`src/rtl/systolic_skew_feeder_pkg.sv`:
```
// Shared defaults, FSM state codes and helpers for the systolic array edge feeder.
package systolic_skew_feeder_pkg;

  localparam int N_DEF  = 4;
  localparam int DW_DEF = 8;
  localparam int KW_DEF = 8;

  localparam logic [1:0] ST_IDLE  = 2'd0;
  localparam logic [1:0] ST_FEED  = 2'd1;
  localparam logic [1:0] ST_FLUSH = 2'd2;

  // Zero advances needed after the last vector so every lane drains through the PE pipeline.
  function automatic int flush_len(input int n);
    return n + 2;
  endfunction

endpackage

```
`src/rtl/systolic_skew_feeder_delay_line.sv`:
```
// Enable-gated shift register used to skew one lane of the feeder.
module skew_delay_line #(
  parameter int DW    = 8,
  parameter int DEPTH = 1
) (
  input  logic          clk,
  input  logic          rst_n,
  input  logic          en,
  input  logic [DW-1:0] d,
  output logic [DW-1:0] q
);

  logic [DW-1:0] regs [DEPTH];

  always_ff @(posedge clk or negedge rst_n) begin
    if (!rst_n) begin
      for (int j = 0; j < DEPTH; j++) regs[j] <= '0;
    end else if (en) begin
      regs[0] <= d;
      for (int j = 1; j < DEPTH; j++) regs[j] <= regs[j-1];
    end
  end

  assign q = regs[DEPTH-1];

endmodule

```
`src/rtl/systolic_skew_feeder.sv`:
```
// Edge feeder for the PE_MAC systolic array: skews accepted vectors per lane and
// sequences ce/load_acc/flush so each lane's accumulator ends on an exact K-term sum.
module systolic_skew_feeder
  import systolic_skew_feeder_pkg::*;
#(
  parameter int N  = N_DEF,
  parameter int DW = DW_DEF,
  parameter int KW = KW_DEF
) (
  input  logic            clk,
  input  logic            rst_n,
  input  logic            start,
  input  logic [KW-1:0]   cfg_k,
  input  logic            s_valid,
  output logic            s_ready,
  input  logic [N*DW-1:0] s_data,
  output logic [N*DW-1:0] lane_data,
  output logic            ce_out,
  output logic [N-1:0]    load_acc,
  output logic            busy,
  output logic            tile_done
);

  localparam int FLUSH_LEN = flush_len(N);

  logic [1:0]      state;
  logic [KW-1:0]   k;
  logic [KW:0]     c;
  logic [KW-1:0]   flush_cnt;
  logic            advance;
  logic            last_vec;
  logic            last_flush;
  logic [N*DW-1:0] stage_in;

  always_comb begin
    advance    = ((state == ST_FEED) && s_valid) || (state == ST_FLUSH);
    last_vec   = (c == ({1'b0, k} - 1'b1));
    last_flush = (flush_cnt == KW'(FLUSH_LEN - 1));
    stage_in   = (state == ST_FEED) ? s_data : '0;
  end

  assign s_ready = (state == ST_FEED);
  assign busy    = (state != ST_IDLE);
  assign ce_out  = advance;

  // c is the pre-increment advance index, so lane i clears on the flush-zero product it sees first.
  for (genvar i = 0; i < N; i++) begin : g_load
    assign load_acc[i] = advance && (c == (KW+1)'(i + 2));
  end

  always_ff @(posedge clk or negedge rst_n) begin
    if (!rst_n) begin
      state     <= ST_IDLE;
      k         <= '0;
      c         <= '0;
      flush_cnt <= '0;
      tile_done <= 1'b0;
    end else begin
      tile_done <= 1'b0;
      if (advance) c <= c + 1'b1;
      case (state)
        ST_IDLE: begin
          if (start) begin
            k         <= cfg_k;
            c         <= '0;
            flush_cnt <= '0;
            state     <= (cfg_k != '0) ? ST_FEED : ST_FLUSH;
          end
        end
        ST_FEED: begin
          if (advance && last_vec) state <= ST_FLUSH;
        end
        ST_FLUSH: begin
          flush_cnt <= flush_cnt + 1'b1;
          if (last_flush) begin
            state     <= ST_IDLE;
            tile_done <= 1'b1;
          end
        end
        default: state <= ST_IDLE;
      endcase
    end
  end

  // Lane i carries i+1 stages, producing the diagonal skew.
  for (genvar i = 0; i < N; i++) begin : g_lane
    skew_delay_line #(
      .DW   (DW),
      .DEPTH(i + 1)
    ) u_lane (
      .clk  (clk),
      .rst_n(rst_n),
      .en   (advance),
      .d    (stage_in[i*DW +: DW]),
      .q    (lane_data[i*DW +: DW])
    );
  end

endmodule

```
`config.mk`:
```
export PLATFORM = sky130hd
export DESIGN_NAME = systolic_skew_feeder
export DESIGN_NICKNAME = d
export VERILOG_FILES = /design/src/rtl/systolic_skew_feeder_pkg.sv /design/src/rtl/systolic_skew_feeder_delay_line.sv /design/src/rtl/systolic_skew_feeder.sv
export SDC_FILE = /design/constraint.sdc
export NUM_CORES = 1
export LEC_CHECK = 0
export CORE_ASPECT_RATIO = 1.4
export CORE_UTILIZATION = 48
export CTS_CLUSTER_DIAMETER = 60
export DETAILED_ROUTE_END_ITERATION = 8
export HOLD_SLACK_MARGIN = 0.06
export PLACE_DENSITY = 0.83
export SLEW_MARGIN = 5
export SYNTH_ARGS = -nofsm -noshare
export SYNTH_HDL_FRONTEND = slang
export SYNTH_SLANG_ARGS = --single-unit
```
`constraint.sdc`:
```
create_clock -name clk -period 1.82 [get_ports clk]
set_input_delay 0.455 -clock clk [delete_from_list [all_inputs] [get_ports clk]]
set_output_delay 0.455 -clock clk [all_outputs]
set_load 0.05 [all_outputs]
```
# Word-level counts from Yosys, hierarchy flattened
# Index checks and enable logic that the tools add are counted.
dict set report classes {
  multipliers 0
  n_addsub 3
  n_div 0
  reduce_logical 14
  magnitude_cmp 0
  shift 0
  muxes 13
  n_eq_ne 11
  bitwise_logic 0
}
# op n
set op_table {}
lappend op_table {{$mux W32} 1}
lappend op_table {{$mux W9} 3}
lappend op_table {{$eq A9 B2 Y1 const B} 2}
lappend op_table {{$eq A9 B3 Y1 const B} 2}
lappend op_table {{$pmux W8 S2} 1}
lappend op_table {{$add A9 B1 Y9 const B} 1}
lappend op_table {{$eq A9 B9 Y1} 1}
lappend op_table {{$sub A8 B1 Y9 const B} 1}
lappend op_table {{$add A8 B1 Y8 const B} 1}
lappend op_table {{$eq A8 B3 Y1 const B} 1}
lappend op_table {{$mux W2} 4}
lappend op_table {{$mux W8} 1}
lappend op_table {{$reduce_bool A8 Y1} 1}
lappend op_table {{$logic_and A1 B1 Y1} 6}
lappend op_table {{$pmux W2 S3} 1}
lappend op_table {{$ne A2 B2 Y1 const B} 2}
lappend op_table {{$reduce_and A2 Y1} 2}
lappend op_table {{$reduce_bool A2 Y1} 2}
lappend op_table {{$reduce_and A3 Y1} 1}
lappend op_table {{$eq A2 B1 Y1 const B} 1}
lappend op_table {{$eq A2 B2 Y1 const B} 1}
lappend op_table {{$logic_not A2 Y1} 1}
lappend op_table {{$mux W1} 2}
lappend op_table {{$ne A2 B1 Y1 const B} 1}
lappend op_table {{$logic_or A1 B1 Y1} 1}
dict set report word_totals {
  word_cells 56
  mem_bits_rw 0
  regBits 108
  rom_bits 0
  in_bits 44
  latchBits 0
  n_memories 0
  output_inout_bits 40
}

# Logic depth before layout (Yosys ltp)
# Gate-level depths: netlist (run 1).
dict set report depth {
  word_depth 6
  mapped_depth 8
  depth_no_buf 6
}

# Modules after synthesis
# From an unflattened synthesis (run 1), not the netlist that was laid out.
dict set report hier_totals {
  cells_unflattened 420
  area_unflattened_um2 5393.9
}
# mod area_each_um2 n_inst cells_per_inst seq_area_each_um2
set modules_own_cells {}
lappend modules_own_cells {systolic_skew_feeder 1890.6 1 226 700.7}
lappend modules_own_cells {{skew_delay_line at g_lane[3].u_lane} 1405.1 1 76 800.8}
lappend modules_own_cells {{skew_delay_line at g_lane[2].u_lane} 1057.3 1 59 600.6}
lappend modules_own_cells {{skew_delay_line at g_lane[1].u_lane} 709.4 1 42 400.4}
lappend modules_own_cells {{skew_delay_line at g_lane[0].u_lane} 331.6 1 17 200.2}

# Least setup slack after synthesis (run 1)
# No wires, ideal clock.
dict set report synth_timing {
  kind {reg2out}
  startpoint {register state[1]}
  endpoint {output port load_acc[0]}
  slack_ns -0.881
  path_stages_with_launch 9
  required_time_ns 1.365
  path_buffers 3
  arrival_time_ns 2.246
  path_cell_list {dfrtp_1 -> and3b_1 -> buf_4 -> nor2_4 -> inv_2 -> buf_2 -> buf_4 -> nand2_1 -> nor3_1}
}
dict set report synth_via {
  elab_chain_cells 4
  word_cells_on_any_way 5
  classes_between {2 x eq/ne; 3 x reduce/logical}
}
# element line_no
set synth_lines {}
lappend synth_lines {{start, declared} systolic_skew_feeder.sv:26} ;# logic [1:0] state;
lappend synth_lines {{start signal, assigned} systolic_skew_feeder.sv:67} ;# state <= (cfg_k != '0) ? ST_FEED : ST_FLUSH;
lappend synth_lines {{$eq A2 B1 Y1} systolic_skew_feeder.sv:36} ;# advance = ((state == ST_FEED) && s_valid) || (state == ST_FLUSH);
lappend synth_lines {{$logic_and A1 B1 Y1} systolic_skew_feeder.sv:36}
lappend synth_lines {{$logic_or A1 B1 Y1 (*)} systolic_skew_feeder.sv:36}
lappend synth_lines {{$logic_and A1 B1 Y1 (*)} systolic_skew_feeder.sv:48} ;# assign load_acc[i] = advance && (c == (KW+1)'(i + 2));
lappend synth_lines {{end, declared} systolic_skew_feeder.sv:19} ;# output logic [N-1:0] load_acc,
# Every way passes the cells marked *; elsewhere a longest branch is shown, timed or not.

# Worst setup path in the final report (run 1)
dict set report layout_timing {
  startpoint {register state[1]}
  endpoint {output port load_acc[3]}
}
# The elaborated chain is that of the path after synthesis.

==> results of run 1 <==
## per-stage QoR
stage / utilization (%) / total power [mW] / cell area (µm²)
detailed placement: 58.8 / 7.93 / 5820
global placement: 58.8 / 7.74 / 5820
global route: 62.8 / 10.6 / 6220
CTS: 62.7 / 10.0 / 6210
finish: 62.8 / 10.0 / 6220
floorplan: - / 6.89 / 4950
## cells in the final DEF (no fill, tap or decap), types with 4 or more instances in the layout
master / count
nor3_1: 4
dfrtp_1: 107
inv_1: 8
xnor2_1: 8
nand4_1: 4
nor2_1: 16
buf_12: 8
clkbuf_16: 9
o21ai_0: 10
ha_1: 7
nand2_1: 241
buf_4: 61
clkdlybuf4s50_1: 41
xor2_1: 9
nand3_1: 42
## flip-flops by register name, summed over array words and instances (netlist names)
name	flops
g_lane.u_lane.regs	48
g_lane.u_lane.q	32
flush_cnt	8
k	8
state	2
tile_done	1
c	9
## worst max-delay path, stage by stage (launching register included)
cell and delay [ps]:
dfrtp_1 410, and3b_2 280, nor2_4 60, inv_4 80
nand2_1 80, nor2_2 130, and2_4 160, buf_12 130
## what timing repair did
item / in CTS / in global routing
setup buffers: 2 / 3
hold endpoints to repair: 14 / 0
gates cloned: 0 / 0
setup endpoints to repair: 7 / 10
hold buffers: 1 / 0
pin swaps: 7 / 4
resized for setup: 14 / 1
## cell families after synthesis
logic type,count (synthesis)
AOI/OAI and AO/OA,27
xor gates and xnor gates,17
adders and majority gates,7
buffers and inverters,61
DFF,108
and+or+nand+nor,338
## cell type report
type                       instances  area [µm²]
clock buffer                      12         267
clock inverter                     4        55.1
fill                             828        3680
inverter                           9        36.3
multi-input combinational        389        1930
sequential                       108        2700
tap                              135         169
timing repair buffer             113        1060
## where the power goes
| part | switching, mW | internal (mW) |
|---|---|---|
| Combinational | 2.59 | 1.47 |
| Clock | 0.856 | 1.19 |
| Sequential | 0.621 | 3.27 |
## path summary, 6_finish.rpt
| kind | from | endpoint | slack, ps |
|---|---|---|---|
| max in group asynchronous | rst_n | flush_cnt[3]$_DFFE_PN0P_ | 760 |
| worst min-delay path | g_lane[1].u_lane.q[7]$_DFFE_PN0N_ | g_lane[1].u_lane.q[7]$_DFFE_PN0N_ | 470 |
| worst min register to register | g_lane[1].u_lane.q[7]$_DFFE_PN0N_ | g_lane[1].u_lane.q[7]$_DFFE_PN0N_ | 470 |
| worst max-delay path | state[1]$_DFFE_PN0P_ | load_acc[3] | -310 |
| worst max register to register | k[2]$_DFFE_PN0P_ | state[0]$_DFFE_PN0P_ | 120 |
| min in group asynchronous | rst_n | g_lane[2].u_lane.q[3]$_DFFE_PN0N_ | 520 |
## routing by layer
metal  part of all wire [%]  wire length [µm]  GRT usage [%]  vias up
met3                    3.5               365           4.07       24
li1                       -                 -              -     1897
met2                     53              5510           36.5      108
met1                     41              4210           25.8     1908
met5                      0                 0              0        -
met4                    2.8               287           9.22        0
==> summary.md, run 1 <==
| Metric | Value |
|---|---|
| Status | `complete, but fails checks` |
| Failing checks | `setup timing` |
| FF+latch count, synth | `108` |
| Total die area | `between 10000 and 15000 µm²` |
| Sequential share of the synthesized area | `between 50% and 60%` |
| FFs w/ async S/R, synth | `100%` |
| Largest family of logic cells by synthesized area | `simple AND/OR/NAND/NOR gates` |
| Largest net degree at the start of global routing | `51` |
| Synth warn | `0` |
| Die Y | `approximately 120 µm` |
| Startpoint types | `register` |
| Reg2reg path depth | `5` |
| Clock tree sinks | `~110` |
| GPL Wtd Cong | `0.818` |
| Synth Area in Compound Gates | `3.65%` |
| Hold Vio Cnt, Final | `0` |
| Clk root buf | `clkbuf_16` |
| Mapped cell area | `4900 µm²` |
| CTS Buffer Depth | `2` |
| Crit Path Max Fanout | `4` |
| Mux contribution to synthesized area | `0%` |
| Number of synthesized flops with an enable pin | `0` |
| Worst Setup End Kind | `output port` |
| Post-route minimum period | `2130 ps` |
| First-pass GRT wire length | `roughly 17000 µm` |
| Placeable Area | `9900 µm²` |
| Worst-case hold slack | `466 ps` |
| Grt ovf | `0` |
| Final period utilization | `117%` |
| Crit Path Class | `reg -> out` |
| Drt pass-1 iters | `4` |
| Cell taking the most area after synthesis | `dfrtp_1` |
| Setup slack at placement | `-468 ps` |
| Dominant synthesized flop cell | `dfrtp_1` |
| Reg clk slew, reported paths | `70 ps` |
| IO Pins | `84` |
| Top cells by count, synth | `nand2_1, dfrtp_1, nand3_1` |
| Post-Synth Simple-Gate Area | `29.5%` |
| Setup tns final | `-1220 ps` |
| Drt initial violations | `206` |
| HPWL after DPL | `7470 µm` |
| Area fraction of the dominant cell type after synthesis | `55.1%` |
| Synth Area in XOR/XNOR | `a little over 3%` |
| Number of global-route vias before repair | `3894` |
| Ranking of synthesized cells by area | `dfrtp_1, nand2_1, nand3_1` |
| CP arrival | `~1700 ps` |
| Synth unique cells | `41` |
| Diodes inserted | `0` |
| Hold Path Class | `reg -> reg` |
| Highest Clock Rate | `between 400 and 500 MHz` |
| Skew final | `5.04 ps` |
| Wire per inst | `between 10 and 15 µm` |
| CP required | `approximately 1400 ps` |
| Synthesized Nets | `609` |
| Total CTS buffers | `9` |
| Cell Rows | `between 40 and 50` |
| Syn Area/Cell | `approximately 8.8 µm²` |
| Post-route antenna net violation count | `0` |
| Inst Count DP | `750` |
| Hold Crit Depth | `2` |
| CTS tree | `yes` |
| Worst Tran Pin Value | `532 ps` |
| RSZ-0062 raised after global routing | `yes` |
| Post-Synthesis Cells | `around 560` |
| Fraction of layout cells with a size suffix above 1 | `between 10% and 20%` |
| Routed wire length | `10400 µm` |
| P&R area growth vs syn | `26.8%` |
| DRC | `0` |
| Lkg Pwr | `3.17 nW` |
| Fin nets | `681` |
| Port Buffer Count | `83` |
| Initial Util | `49.5%` |
| Skew-Pair Late Insertion Delay | `about 350 ps` |
| Vias/cell | `5.11` |
| H-tree levels | `3` |
| Relative slew slack | `64.6%` |
| Antenna violations before repair | `0` |
| Count of pins over their slew limit | `0` |
| Final setup vio count | `5` |
| GRT Total Usage | `21.2%` |
| Peak VDD IR | `0.775 mV` |
| Max cap viols | `0` |
| Fin cells | `770` |
| Pwr per Cell Area | `1610 nW/µm²` |
| Top-count cell post-synth | `nand2_1` |
| Detailed-route via count | `3937` |
| Adder-Cell Fraction of Synth Area | `approximately 1.8%` |
| Setup WS post-layout | `-306 ps` |
| Chip width | `about 90 µm` |
No activity file was read; power rests on OpenSTA's default activity.
==> inputs of run 2 (changes only) <==
- CTS_CLUSTER_DIAMETER: 60 -> not set
- TNS_END_PERCENT: not set -> 10
==> run 2 against run 1 <==
Compared with the run above:
- the run still ends with setup timing left
- routed wire length rose by 1.5%
- via count rose by 0.86%
- critical path depth decreased by 2
- die area is the same
- clock skew up 0.96 ps
- sequential power barely moved
- cell count unchanged
- fmax about the same
- combinational power is 1% higher
- highest routed layer unchanged
==> summary.md, run 2 (synthesis results as in run 1) <==
| Metric | Value |
|---|---|
| Status | `complete, but fails checks` |
| Failing checks | `setup timing` |
| Placeable Area | `9900 µm²` |
| Slowest Stage Delay on Critical Path | `380 ps` |
| IO Pins | `84` |
| Drt initial violations | `260` |
| P&R area growth vs syn | `26.1%` |
| Port Buffer Count | `83` |
| Post-route antenna net violation count | `0` |
| Post-route minimum period | `2130 ps` |
| Reg clk slew, reported paths | `70 ps` |
| Crit-path leading delay family | `simple AND/OR/NAND/NOR gates` |
| Hold Path Class | `reg -> reg` |
| Fin nets | `681` |
| Biggest register | `g_lane.u_lane.regs` |
| CP required | `1360 ps` |
| Max cap viols | `0` |
| CTS tree | `yes` |
| GRT busiest layer | `met2` |
| H-tree levels | `3` |
| Lkg Pwr | `3.15 nW` |
| Highest Clock Rate | `around 470 MHz` |
| Most common library cell in the layout ignoring fill and taps | `nand2_1` |
| GRT met1 Usage | `25.4%` |
| GRT Total Usage | `21.3%` |
| Chip width | `87.4 µm` |
| Clk root buf | `clkbuf_16` |
| Hold Vio Cnt, Final | `0` |
| Fraction of layout cells with a size suffix above 1 | `16.1%` |
| Clock tree sinks | `108` |
| Met2 Use GR | `37.3%` |
| Clk pwr share | `between 10% and 20%` |
| Drt pass-1 iters | `7` |
| Antenna violations before repair | `0` |
| Grt ovf | `0` |
| M3 GR Usage | `roughly 3.7%` |
| Crit Path Class | `reg -> out` |
| Setup repair bufs after CTS | `0` |
| Total CTS buffers | `9` |
| Routed wire length | `10500 µm` |
| Cell Rows | `43` |
| Max FFs per register | `48` |
| Final setup vio count | `5` |
| HPWL after DPL | `7490 µm` |
| Die Y | `around 120 µm` |
| Vias/cell | `~5.2` |
| CP bufs+invs | `2` |
| Setup tns final | `-1290 ps` |
| Worst-case hold slack | `466 ps` |
| Skew-Pair Late Insertion Delay | `340 ps` |
| Combinational Power Share | `41.4%` |
| Total die area | `10600 µm²` |
| Diodes inserted | `0` |
| Inst Count DP | `~750` |
| Final period utilization | `117%` |
| First-pass GRT wire length | `17400 µm` |
| Initial Util | `49.5%` |
| Peak VDD IR | `0.825 mV` |
| Detailed-route via count | `3971` |
| Count of pins over their slew limit | `0` |
| Fillers | `841` |
| CP arrival | `1670 ps` |
| Crit Path Max Fanout | `3` |
| Setup WS post-layout | `-307 ps` |
| CTS Buffer Depth | `2` |
| Number of global-route vias before repair | `3816` |
| DRC | `0` |
| Wire per inst | `13.7 µm` |
| Critical-path top delay cell | `dfrtp_1` |
| CP cell instances | `nor4_1, nand2_1, buf_6, nor3_4, buf_12` |
| GPL Wtd Cong | `approximately 0.8` |
| Worst Setup End Kind | `output port` |
| Switching share of power | `40.6%` |
| Largest net degree at the start of global routing | `52` |
| Fin cells | `770` |
| Sequential power share | `38.9%` |
| Int Pwr | `5.89 mW` |
| Skew final | `6.00 ps` |
| Startpoint types | `register` |
| Relative slew slack | `between 60% and 70%` |
| Multi-input gate area | `1910 µm²` |
| Pwr per Cell Area | `1600 nW/µm²` |
| Sw Pwr | `between 4 and 5 mW` |
| Setup slack at placement | `-562 ps` |
| Worst Tran Pin Value | `499 ps` |
| Register Area | `roughly 2700 µm²` |
| Total power | `9.92 mW` |
| Most frequent cells in the layout | `nand2_1, dfrtp_1, buf_4, nand3_1, clkdlybuf4s50_1` |
| RSZ-0062 raised after global routing | `yes` |
==> run 2: power by group through the flow <==
stage / Combinational [mW] / Clock (mW) / Sequential [mW]
2_1_floorplan: 2.87 / 0 / 4.01
3_3_place_gp: 3.97 / 0 / 3.85
3_5_place_dp: 4.08 / 0 / 3.90
4_1_cts: 4.13 / 2.00 / 3.86
5_1_grt: 4.47 / 2.09 / 3.97
6_report: 4.11 / 1.96 / 3.86
==> run 2: per-layer routing <==
metal / part of all wire (%) / up-vias
li1: - / 1908
met1: 40 / 1911
met2: 52 / 130
met3: 4.3 / 22
met4: 3.1 / 0
met5: 0 / -
==> run 2: cell type report <==
| class | count | area share [%] |
|---|---|---|
| multi-input combinational | 389 | 30.8 |
| sequential | 108 | 43.7 |
| timing repair buffer | 113 | 17.2 |
| clock inverter | 5 | 0.971 |
| clock buffer | 11 | 3.93 |
| inverter | 9 | 0.587 |
| tap | 135 | 2.73 |
==> run 2: path summary, 6_finish.rpt <==
check / from / to / slack, ps / depth (start not counted)
min in group asynchronous: rst_n / g_lane[2].u_lane.q[1]$_DFFE_PN0N_ / 500 / 2
min reg2reg: g_lane[3].u_lane.q[6]$_DFFE_PN0N_ / g_lane[3].u_lane.q[6]$_DFFE_PN0N_ / 470 / 2
min: g_lane[3].u_lane.q[6]$_DFFE_PN0N_ / g_lane[3].u_lane.q[6]$_DFFE_PN0N_ / 470 / 2
max: c[3]$_DFF_PN0_ / load_acc[1] / -310 / 5
max reg2reg: state[1]$_DFFE_PN0P_ / c[5]$_DFF_PN0_ / 80 / 6
max in group asynchronous: rst_n / g_lane[1].u_lane.regs[9]$_DFFE_PN0N_ / 800 / 3
==> run 2: timing repair <==
action / in CTS / in global routing
gates cloned: 0 / 0
hold endpoints to repair: 11 / 0
setup endpoints to repair: 13 / 9
pin swaps: 8 / 4
hold buffers: 1 / 0
resized for setup: 10 / 2
==> run 2: stage by stage <==
stage / instance area, µm² / utilization (%)
after floorplan: 4950 / -
after global placement: 5840 / 59.0
after detailed placement: 5840 / 59.0
after CTS: 6180 / 62.4
after global routing: 6180 / 62.5
final: 6180 / 62.5
==> run 2: worst reg2reg max path: stages, from the launching register on <==
cell and delay (ps):
dfrtp_1 400, and3b_2 290, buf_6 270, o211ai_1 140, or3_1 330, xor2_1 150, nor2_1 50
